`src/rtl/bcd_countdown.sv`:
```
// bcd_countdown: two-digit BCD down counter (99..00) with load, start and
// per-cycle decrement enable. Flags terminal count with the count_eq_0 level
// and a one-cycle expired pulse.
// Optional build macro BCD_COUNTDOWN_WRAP_EN: the count wraps from 00 to 99
// and stays in RUN instead of stopping in DONE.
module bcd_countdown (
   input  logic       clock,
   input  logic       reset,
   input  logic       load,
   input  logic [7:0] load_val,
   input  logic       start,
   input  logic       dec,
   output logic [3:0] tens,
   output logic [3:0] ones,
   output logic       count_eq_0,
   output logic       running,
   output logic       expired
);

   typedef enum logic [1:0] {
      IDLE = 2'd0,
      RUN  = 2'd1,
      DONE = 2'd2
   } state_t;

   state_t state;

   // A loaded digit above 9 is forced to 9 so the outputs always stay BCD.
   function automatic logic [3:0] clamp_digit(input logic [3:0] d);
      return (d > 4'd9) ? 4'd9 : d;
   endfunction

   // The terminal flag comes straight from the digit registers.
   assign count_eq_0 = (tens == 4'd0) && (ones == 4'd0);

   // Control FSM and count registers, priority load > start > dec.
   always_ff @(posedge clock or posedge reset) begin
      if (reset) begin
         state   <= IDLE;
         tens    <= 4'd0;
         ones    <= 4'd0;
         running <= 1'b0;
         expired <= 1'b0;
      end else begin
         expired <= 1'b0;
         if (load) begin
            tens    <= clamp_digit(load_val[7:4]);
            ones    <= clamp_digit(load_val[3:0]);
            state   <= IDLE;
            running <= 1'b0;
         end else if (start && (state == IDLE) && !count_eq_0) begin
            state   <= RUN;
            running <= 1'b1;
         end else if (dec && (state == RUN)) begin
            if (ones != 4'd0) begin
               ones <= ones - 4'd1;
               // 01 -> 00 is the terminal transition.
               if ((tens == 4'd0) && (ones == 4'd1)) begin
                  expired <= 1'b1;
`ifndef BCD_COUNTDOWN_WRAP_EN
                  state   <= DONE;
                  running <= 1'b0;
`endif
               end
            end else if (tens != 4'd0) begin
               // Borrow from the tens digit.
               ones <= 4'd9;
               tens <= tens - 4'd1;
            end else begin
`ifdef BCD_COUNTDOWN_WRAP_EN
               // 00 wraps silently to 99.
               ones <= 4'd9;
               tens <= 4'd9;
`else
               // RUN at 00 cannot occur here; hold the count.
               ones <= ones;
               tens <= tens;
`endif
            end
         end
      end
   end

endmodule

```
`config.mk`:
```
export PLATFORM = sky130hd
export DESIGN_NAME = bcd_countdown
export DESIGN_NICKNAME = d
export VERILOG_FILES = /design/src/rtl/bcd_countdown.sv
export SDC_FILE = /design/constraint.sdc
export NUM_CORES = 1
export LEC_CHECK = 0
export CAP_MARGIN = 30
export CORE_MARGIN = 1.5
export CORE_UTILIZATION = 30
export CTS_CLUSTER_DIAMETER = 40
export DETAILED_ROUTE_END_ITERATION = 10
export PLACE_DENSITY = 0.66
export SLEW_MARGIN = 20
export SYNTH_ARGS = -nofsm -noshare
export SYNTH_HDL_FRONTEND = slang
export SYNTH_SLANG_ARGS = --single-unit
```
`constraint.sdc`:
```
create_clock -name clock -period 1.7 [get_ports clock]
set_input_delay 0.425 -clock clock [delete_from_list [all_inputs] [get_ports clock]]
set_output_delay 0.425 -clock clock [all_outputs]
set_load 0.01 [all_outputs]
```
; ---- Word-level counts from Yosys, hierarchy flattened
; Cells that the tools add are included.
[word_totals]
ramBits = 0
reg_bits = 12
mem_count = 0
romBits = 0
latch_bits = 0
elab_cells = 60
input_bits = 13
[op_classes]
eq_ne = 4
n_reduce_logical = 20
div = 0
addsub = 2
mul = 0
n_shift = 0
muxes = 27
n_lt_le_gt_ge = 2
bitwise_logic = 0
[op_table]
columns = cell, count
row1 = 4-bit 2-to-1 mux, 12
row2 = 3-bit nonzero test, 4
row3 = 1-bit 2-to-1 mux, 10
row4 = 2-bit 2-to-1 mux, 5
row5 = 4-bit greater-than comparator (second input constant), 2
row6 = 4-bit logical NOT, 2
row7 = 4-bit nonzero test, 2
row8 = 4-bit by 1-bit subtractor with 4-bit output (second input constant), 2
row9 = 3-bit AND reduction, 2
row10 = 1-bit logical AND, 5
row11 = 4-bit by 1-bit == test with 1-bit output (second input constant), 1
row12 = 2-bit inequality test (second input constant), 2
row13 = 4-bit AND reduction, 1
row14 = 2-bit nonzero test, 2
row15 = 2-bit by 1-bit == test with 1-bit output (second input constant), 1
row16 = 2-bit logical NOT, 1
row17 = 1-bit logical NOT, 1

; ---- Logic depth before layout (Yosys ltp)
; Gate-level depths: netlist (run 1).
[logic_depth]
ltp_word = 7
mapped_depth = 5

; ---- Worst setup path before layout (run 1)
; Ideal clock, no wire load.
[synth_timing]
kind = flip-flop to output port
from = register tens[1]
to = output port count_eq_0
t_arrival_ps = 1394
slack_ps = -119
required_ps = 1275
path_stages_with_launch = 5
cell_sequence = dfrtp_1 inv_1 ha_1 or3b_2 nor2_1
[synth_via]
elab_chain_cells = 2
[synth_rtl]
columns = item, line_no
row1 = start: declaration, 13  ; output logic [3:0] tens,
row2 = start signal: assignment, 47  ; tens <= clamp_digit(load_val[7:4]);
row3 = start signal: assignment, 68  ; tens <= tens - 4'd1;
row4 = start signal: assignment, 77  ; tens <= tens;
row5 = 4-bit logical NOT, 34  ; assign count_eq_0 = (tens == 4'd0) && (ones == 4'd0);
row6 = 1-bit logical AND, 34
row7 = end: declaration, 15  ; output logic count_eq_0,
; Every way passes these cells.

; ---- Final worst setup path (run 1)
; Same ends and word-level chain as after synthesis.

==> results of run 1 <==
==> state kept, by name, summed over array words and instances (netlist names) <==
name and count:
ones 4, tens 4, state 2, expired 1
==> synthesized netlist by cell type, drive strengths merged <==
library cell	number
a211o	1
a21oi	3
a311oi	1
a31oi	5
a32o	2
a32oi	1
and3b	1
and4	1
and4bb	1
buf	2
clkbuf	1
dfrtp	11
ha	1
inv	9
nand2	1
nand3	3
nand3b	1
nand4	3
nand4bb	1
nor2	6
nor3	1
nor3b	2
nor4	2
nor4b	1
o21a	1
o21ai	4
o31a	1
o31ai	3
or3	3
or3b	1
or4	1
==> path summary, 6_finish.rpt <==
kind                                           start                    to  slack [ns]  cells past startpoint
worst max-delay path             tens[1]$_DFFE_PP0P_            count_eq_0       -0.21                      5
worst min-delay path                           reset  state[1]$_DFFE_PP0P_        0.45                      2
worst max register to register   tens[1]$_DFFE_PP0P_   ones[0]$_DFFE_PP0P_        0.12                      6
worst min register to register  state[1]$_DFFE_PP0P_  state[1]$_DFFE_PP0P_        0.58                      2
max in group asynchronous                      reset   ones[3]$_DFFE_PP0P_        0.92                      2
min in group clock              state[1]$_DFFE_PP0P_  state[1]$_DFFE_PP0P_        0.58                      2
==> stage by stage <==
| step | worst slack (ns) | util | setup TNS, ns |
|---|---|---|---|
| floorplan | 0.00204 | - | 0 |
| global placement | -0.414 | 0.496 | -1.17 |
| detailed placement | -0.443 | 0.496 | -1.47 |
| CTS | -0.195 | 0.518 | -0.195 |
| global route | -0.251 | 0.527 | -0.251 |
| finish | -0.214 | 0.527 | -0.214 |
==> routing by layer <==
metal | wire length [µm] | vias up
met5 | 0 | -
met4 | 10 | 0
met3 | 98 | 3
met2 | 1080 | 28
met1 | 974 | 387
li1 | - | 379
==> worst max-delay path, stage by stage, from the launching register on <==
cell     delay, ns
dfrtp_1       0.41
inv_2         0.09
ha_4          0.13
or3b_4        0.39
nor2_4        0.09
buf_6         0.10
==> timing repair <==
| item | in CTS | in global routing |
|---|---|---|
| setup buffers | 2 | 2 |
| gates resized for setup | 19 | 1 |
| setup endpoints to repair | 8 | 3 |
| pin swaps | 2 | 0 |
==> cell families after synthesis <==
family,Yosys count,synth area share
simple gates,29,0.312
buf+inv,12,0.0663
compound gates,22,0.220
flops,11,0.384
fa+ha+maj,1,0.0174
==> report_power, final <==
part	leakage (µW)	total [µW]	switching, µW	internal, µW
logic	0.000354	268	125	143
registers	0.000132	301	17.1	283
clock network	0.0000150	186	95.5	90.9
total	0.000501	755	238	518
==> area by class of cell <==
type	count	area (µm²)	area share
inverters	9	33.8	0.0287
clock buffers	4	26.3	0.0223
multi-input cells	52	425	0.361
well taps	28	35.0	0.0298
repair buffers	44	379	0.322
flip-flops and latches	11	278	0.236
==> report_table.html, run 1 <==
<table>
<tr><th>Metric</th><th>Value</th></tr>
<tr><th colspan="2">Status</th></tr>
<tr><td>Result of the run</td><td>finished with violations</td></tr>
<tr><td>Violations in the final reports</td><td>setup timing</td></tr>
<tr><th colspan="2">Global route</th></tr>
<tr><td>Global routing met2 resource utilization</td><td>0.289</td></tr>
<tr><td>Global Route met3 Usage</td><td>0.0230</td></tr>
<tr><td>Maximum number of pins on one net before global-route repair</td><td>12</td></tr>
<tr><td>Most Crowded Layer GR</td><td>met2</td></tr>
<tr><td>Global route total overflow</td><td>0</td></tr>
<tr><td>Vias in the first global route</td><td>about 760</td></tr>
<tr><td>Number of antenna violations at the first check in global routing</td><td>0</td></tr>
<tr><td>Total track usage</td><td>0.167</td></tr>
<tr><td>Fraction of met1 tracks used by global routing</td><td>0.225</td></tr>
<tr><td>Global-route wire length before repair</td><td>~3400 µm</td></tr>
<tr><th colspan="2">Logic synthesis</th></tr>
<tr><td>Post-synth net total</td><td>89</td></tr>
<tr><td>Cell taking the most area after synthesis</td><td>dfrtp_1</td></tr>
<tr><td>Distinct cell type count after synthesis</td><td>35</td></tr>
<tr><td>Fraction of post-synthesis cell area in the top cell type by area</td><td>0.384</td></tr>
<tr><td>Synthesized instance count</td><td>75</td></tr>
<tr><td>Cell area after synthesis</td><td>between 700 and 800 µm²</td></tr>
<tr><td>Number of synthesized register bits</td><td>11</td></tr>
<tr><td>Synthesized area per cell</td><td>between 9 and 10 µm²</td></tr>
<tr><td>Warnings, synthesis</td><td>0</td></tr>
<tr><td>Portion of the post-synthesis area used by sequential elements</td><td>0.384</td></tr>
<tr><td>Cell types occupying the most area after synthesis</td><td>dfrtp_1, inv_1, a31oi_1, nand4bb_4, nor2_1</td></tr>
<tr><th colspan="2">Routing</th></tr>
<tr><td>WL per Instance</td><td>14.6 µm</td></tr>
<tr><td>Residual DRC</td><td>0</td></tr>
<tr><td>Vias per cell</td><td>around 5.4</td></tr>
<tr><td>Via Count</td><td>roughly 800</td></tr>
<tr><td>Routed Antenna Nets</td><td>0</td></tr>
<tr><td>Detailed-route wire length</td><td>2160 µm</td></tr>
<tr><td>DR iter-0 viols</td><td>28</td></tr>
<tr><td>First-pass DRT Iterations</td><td>4</td></tr>
<tr><th colspan="2">Die</th></tr>
<tr><td>Count of boundary I/O pins</td><td>24</td></tr>
<tr><td>Number of rows created at floorplan</td><td>17</td></tr>
<tr><td>Overall die width</td><td>51.9 µm</td></tr>
<tr><td>Area of the core</td><td>~0.0022 mm²</td></tr>
<tr><td>Height of the die</td><td>about 52 µm</td></tr>
<tr><td>Total die area</td><td>~0.0027 mm²</td></tr>
<tr><td>Starting density of the core</td><td>0.321</td></tr>
<tr><th colspan="2">Layout</th></tr>
<tr><td>Area Growth Syn to Fin</td><td>64.2%</td></tr>
<tr><td>Number of antenna diodes</td><td>0</td></tr>
<tr><td>Fraction of final layout cells sized beyond drive strength 1</td><td>0.325</td></tr>
<tr><td>Non-filler instance count after layout</td><td>148</td></tr>
<tr><td>Final nets</td><td>between 100 and 150</td></tr>
<tr><td>Top library cells by usage in the layout, fill and taps aside</td><td>buf_4, clkdlybuf4s50_1, dfrtp_1</td></tr>
<tr><td>Fillcell total</td><td>209</td></tr>
<tr><td>Fin area</td><td>about 0.0012 mm²</td></tr>
<tr><td>Most common library cell in the layout ignoring fill and taps</td><td>buf_4</td></tr>
<tr><th colspan="2">Clock tree</th></tr>
<tr><td>H-Tree Level Count</td><td>1</td></tr>
<tr><td>Cell chosen for the clock root</td><td>clkbuf_4</td></tr>
<tr><td>Cts bufs inserted</td><td>3</td></tr>
<tr><td>Latest clock arrival within the worst-skew pair</td><td>around 0.27 ns</td></tr>
<tr><td>Quantity of hold-fixing buffers added after cts</td><td>0</td></tr>
<tr><td>Clock sink count</td><td>11</td></tr>
<tr><td>Buffer depth of the longest clock path</td><td>2</td></tr>
<tr><td>Clock transition at the registers of the reported paths</td><td>0.07 ns</td></tr>
<tr><td>TritonCTS clock tree</td><td>done</td></tr>
<tr><th colspan="2">Worst setup path</th></tr>
<tr><td>Data arrival time at the worst-slack endpoint</td><td>between 1 and 1.5 ns</td></tr>
<tr><td>Maximum fanout encountered on the critical timing path</td><td>2</td></tr>
<tr><td>CP Capture Type</td><td>output port</td></tr>
<tr><td>Worst endpoint required time</td><td>between 1 and 1.5 ns</td></tr>
<tr><td>Worst setup path class</td><td>flop to output port</td></tr>
<tr><td>Kind of start point of the critical path</td><td>flop</td></tr>
<tr><th colspan="2">Timing</th></tr>
<tr><td>Tightest Pin Transition</td><td>between 0.4 and 0.5 ns</td></tr>
<tr><td>Shortest period the worst path allows</td><td>~1.9 ns</td></tr>
<tr><td>Clock tree skew after final layout</td><td>between 0.001 and 0.0015 ns</td></tr>
<tr><td>Max-slew headroom at the worst pin</td><td>0.702</td></tr>
<tr><td>Maximum frequency from static timing analysis</td><td>approximately 520 MHz</td></tr>
<tr><td>RSZ-0062 raised after global routing</td><td>yes</td></tr>
<tr><td>Worst Slack Setup Final</td><td>-0.214 ns</td></tr>
<tr><td>Max-slew violation total from the final report</td><td>0</td></tr>
<tr><td>Hold Violations, Final</td><td>0</td></tr>
<tr><td>Final setup violation count</td><td>1</td></tr>
<tr><td>Hold WS</td><td>0.448 ns</td></tr>
<tr><td>Post-route clock period utilization</td><td>1.13</td></tr>
<tr><th colspan="2">Pwr</th></tr>
<tr><td>Power density over the cells</td><td>641 mW/mm²</td></tr>
<tr><td>Max IR drop VDD</td><td>between 0.4 and 0.5 mV</td></tr>
<tr><td>Power Total</td><td>roughly 760 µW</td></tr>
<tr><td>Leak Pwr</td><td>0.000501 µW</td></tr>
<tr><th colspan="2">Placement</th></tr>
<tr><td>Placed Area</td><td>between 0.001 and 0.0015 mm²</td></tr>
<tr><td># port buffers</td><td>23</td></tr>
<tr><td>Post-DP HPWL</td><td>~1600 µm</td></tr>
<tr><td>Final Wtd Congestion</td><td>slightly above 0.8</td></tr>
<tr><td>Placed Cells</td><td>140</td></tr>
<tr><th colspan="2">Run</th></tr>
<tr><td>Max Cap Violations</td><td>0</td></tr>
<tr><th colspan="2">Worst hold path</th></tr>
<tr><td>Worst min path class</td><td>input pin to asynchronous set/reset pin</td></tr>
</table>
Power figures use the tool's default switching activity.
==> run 2: changes to the inputs <==
--- a/config.mk
+++ b/config.mk
@@ -10,7 +10,7 @@
 export CORE_UTILIZATION = 30
 export CTS_CLUSTER_DIAMETER = 40
 export DETAILED_ROUTE_END_ITERATION = 10
-export PLACE_DENSITY = 0.66
+export PLACE_DENSITY = 0.63
 export SLEW_MARGIN = 20
 export SYNTH_ARGS = -nofsm -noshare
 export SYNTH_HDL_FRONTEND = slang
==> constraint.sdc (replaced) <==
create_clock -name clock -period 2.1 [get_ports clock]
set_input_delay 0.525 -clock clock [delete_from_list [all_inputs] [get_ports clock]]
set_output_delay 0.525 -clock clock [all_outputs]
set_load 0.01 [all_outputs]
==> run 2 against run 1 <==
- the run now ends clean
- wire length is 6.8% lower
- sequential power is 19% lower
- final cell count fell by 3.4%
- highest routed layer unchanged
==> report_table.html, run 2 (same netlist as run 1, synthesis figures left out) <==
<table>
<tr><th>Metric</th><th>Value</th></tr>
<tr><th colspan="2">Routing</th></tr>
<tr><td>First-pass DRT Iterations</td><td>4 (unchanged)</td></tr>
<tr><td>WL per Instance</td><td>14.1 µm (-3.5%)</td></tr>
<tr><td>Vias per cell</td><td>5.24 (-2.6%)</td></tr>
<tr><td>Detailed-route wire length</td><td>2010 µm (-6.8%)</td></tr>
<tr><td>DR iter-0 viols</td><td>13 (-54%)</td></tr>
<tr><td>Routed Antenna Nets</td><td>0 (unchanged)</td></tr>
<tr><td>Residual DRC</td><td>0 (unchanged)</td></tr>
<tr><td>Via Count</td><td>750 (-5.9%)</td></tr>
<tr><th colspan="2">Worst setup path</th></tr>
<tr><td>Worst setup path class</td><td>flop to output port</td></tr>
<tr><td>Kind of start point of the critical path</td><td>flop</td></tr>
<tr><td>Worst-path cell with the longest stage delay</td><td>dfrtp_1</td></tr>
<tr><td>Number of buffer and inverter instances along the worst setup path</td><td>2 (unchanged)</td></tr>
<tr><td>Longest individual stage delay on the worst path</td><td>0.39 ns (-0.02 ns)</td></tr>
<tr><td>Largest delay share family, worst path</td><td>simple AND/OR/NAND/NOR gates</td></tr>
<tr><td>Data arrival time at the worst-slack endpoint</td><td>1.51 ns (+0.02 ns)</td></tr>
<tr><td>Slack of the worst reg-to-reg path</td><td>0.40 ns (+0.28 ns)</td></tr>
<tr><td>Maximum fanout encountered on the critical timing path</td><td>3 (+1)</td></tr>
<tr><td>Worst path cell trace</td><td>inv_2 &gt; ha_4 &gt; or3b_4 &gt; nor2_4 &gt; buf_6</td></tr>
<tr><td>CP Capture Type</td><td>output port</td></tr>
<tr><td>Worst endpoint required time</td><td>1.57 ns (+0.30 ns)</td></tr>
<tr><th colspan="2">Clock tree</th></tr>
<tr><td>Buffer depth of the longest clock path</td><td>2 (unchanged)</td></tr>
<tr><td>H-Tree Level Count</td><td>1 (unchanged)</td></tr>
<tr><td>Clock transition at the registers of the reported paths</td><td>0.07 ns (about the same)</td></tr>
<tr><td>Cts bufs inserted</td><td>3 (unchanged)</td></tr>
<tr><td>Latest clock arrival within the worst-skew pair</td><td>0.27 ns (about the same)</td></tr>
<tr><td>Clock sink count</td><td>11 (unchanged)</td></tr>
<tr><td>TritonCTS clock tree</td><td>done</td></tr>
<tr><td>Cell chosen for the clock root</td><td>clkbuf_4</td></tr>
<tr><th colspan="2">Global route</th></tr>
<tr><td>Global-route wire length before repair</td><td>3380 µm (-0.59%)</td></tr>
<tr><td>Vias in the first global route</td><td>755 (-0.53%)</td></tr>
<tr><td>Total track usage</td><td>0.169 (+0.00243)</td></tr>
<tr><td>Number of antenna violations at the first check in global routing</td><td>0 (unchanged)</td></tr>
<tr><td>Maximum number of pins on one net before global-route repair</td><td>12 (unchanged)</td></tr>
<tr><td>Global route total overflow</td><td>0 (unchanged)</td></tr>
<tr><th colspan="2">Die</th></tr>
<tr><td>Count of boundary I/O pins</td><td>24 (unchanged)</td></tr>
<tr><td>Starting density of the core</td><td>0.321 (unchanged)</td></tr>
<tr><td>Number of rows created at floorplan</td><td>17 (unchanged)</td></tr>
<tr><td>Area of the core</td><td>0.00223 mm² (unchanged)</td></tr>
<tr><td>Overall die width</td><td>51.9 µm (unchanged)</td></tr>
<tr><td>Height of the die</td><td>51.9 µm (unchanged)</td></tr>
<tr><td>Total die area</td><td>0.00269 mm² (unchanged)</td></tr>
<tr><th colspan="2">Timing</th></tr>
<tr><td>Worst Slack Setup Final</td><td>0.0690 ns (+0.283 ns)</td></tr>
<tr><td>Maximum frequency from static timing analysis</td><td>492 MHz</td></tr>
<tr><td>Clock tree skew after final layout</td><td>0.00418 ns (+0.00311 ns)</td></tr>
<tr><td>Final setup violation count</td><td>0 (-1)</td></tr>
<tr><td>Max-slew violation total from the final report</td><td>0 (unchanged)</td></tr>
<tr><td>Setup TNS</td><td>0 ns (+0.214 ns)</td></tr>
<tr><td>Tightest Pin Transition</td><td>0.455 ns (+0.00917 ns)</td></tr>
<tr><td>Max-slew headroom at the worst pin</td><td>0.696 (-0.00612)</td></tr>
<tr><td>Shortest period the worst path allows</td><td>~2.0 ns</td></tr>
<tr><td>Post-route clock period utilization</td><td>0.967</td></tr>
<tr><td>Hold Violations, Final</td><td>0 (unchanged)</td></tr>
<tr><th colspan="2">Placement</th></tr>
<tr><td>Worst slack at placement</td><td>-0.212 ns (+0.231 ns)</td></tr>
<tr><td>Post-DP HPWL</td><td>1510 µm (-7.7%)</td></tr>
<tr><td>Final Wtd Congestion</td><td>0.817 (+1.6%)</td></tr>
<tr><td>Placed Area</td><td>0.00107 mm² (-3.1%)</td></tr>
<tr><td># port buffers</td><td>23 (unchanged)</td></tr>
<tr><th colspan="2">Layout</th></tr>
<tr><td>Number of antenna diodes</td><td>0 (unchanged)</td></tr>
<tr><td>Fraction of final layout cells sized beyond drive strength 1</td><td>0.278 (-0.0467)</td></tr>
<tr><td>End-of-flow core utilization</td><td>0.511 (-0.0162)</td></tr>
<tr><td>Most common library cell in the layout ignoring fill and taps</td><td>clkdlybuf4s50_1</td></tr>
<tr><td>Final nets</td><td>130 (-3.7%)</td></tr>
<tr><td>Biggest registers after layout</td><td>ones (4), tens (4), state (2)</td></tr>
<tr><td>Area Growth Syn to Fin</td><td>59.2%</td></tr>
<tr><td>Fin area</td><td>0.00114 mm² (-3.1%)</td></tr>
<tr><td>Top library cells by usage in the layout, fill and taps aside</td><td>clkdlybuf4s50_1, buf_4, dfrtp_1</td></tr>
<tr><th colspan="2">Pwr</th></tr>
<tr><td>Leak Pwr</td><td>0.000467 µW (-6.8%)</td></tr>
<tr><td>Max IR drop VDD</td><td>0.305 mV (-36%)</td></tr>
<tr><td>Power density over the cells</td><td>529 mW/mm² (-18%)</td></tr>
<tr><th colspan="2">Status</th></tr>
<tr><td>Result of the run</td><td>finished, final reports clean</td></tr>
<tr><th colspan="2">Run</th></tr>
<tr><td>Max Cap Violations</td><td>0 (unchanged)</td></tr>
<tr><th colspan="2">Worst hold path</th></tr>
<tr><td>Worst min path class</td><td>input pin to asynchronous set/reset pin</td></tr>
</table>
run 2: cell types whose count changed in the layout (fill, tap and decap cells not counted):
cell	delta
dlygate4sd2_1	-8
dfrtp_2	-2
nor3b_2	+1
nor3b_4	-1
dfrtp_1	+2
buf_4	-5
clkdlybuf4s50_1	+8
run 2: what timing repair did:
action,4_1_cts,5_1_grt
setup buffers,1,1
resized for setup,8,5
endpoints found under the setup margin,1,1
hold buffers,0,0
pin swaps,1,1
run 2: path summary, 6_finish.rpt:
check                                  endpoint                  from  cells past startpoint
max in group asynchronous   tens[2]$_DFFE_PP0P_                 reset                      2
min in group clock         state[1]$_DFFE_PP0P_  state[1]$_DFFE_PP0P_                      2
setup / recovery                     count_eq_0   tens[1]$_DFFE_PP0P_                      5
hold / removal              ones[3]$_DFFE_PP0P_                 reset                      2
hold reg to reg            state[1]$_DFFE_PP0P_  state[1]$_DFFE_PP0P_                      2
setup reg to reg           state[0]$_DFFE_PP0P_   tens[1]$_DFFE_PP0P_                      6
run 2: per-layer routing:
metal | GRT usage | vias up | wire (µm)
li1 | - | 371 | -
met1 | 0.210 | 355 | 907
met2 | 0.285 | 22 | 993
met3 | 0.0259 | 2 | 101
met4 | 0.0789 | 0 | 12
met5 | 0 | - | 0
run 2: area by class of cell:
type                       instances  area [µm²]
fill                             217        1090
multi-input combinational         52         419
timing repair buffer              39         352
sequential                        11         275
tap                               28        35.0
inverter                           9        33.8
clock buffer                       4        26.3
run 2: where the power goes:
part | internal (µW) | switching, µW | leakage [µW]
Combinational | 121 | 95.8 | 0.000318
Clock | 73.5 | 70.8 | 0.0000150
Sequential | 229 | 14.1 | 0.000134
Total | 423 | 181 | 0.000467
run 2: through the flow:
step | instances | hold WS, ns | total power [µW]
final | 143 | 0.560 | 604
after global routing | 143 | 0.610 | 644
after CTS | 142 | 0.573 | 600
after detailed placement | 137 | 0.564 | 448
after global placement | 137 | 0.556 | 444
after floorplan | 75 | 0.377 | 335
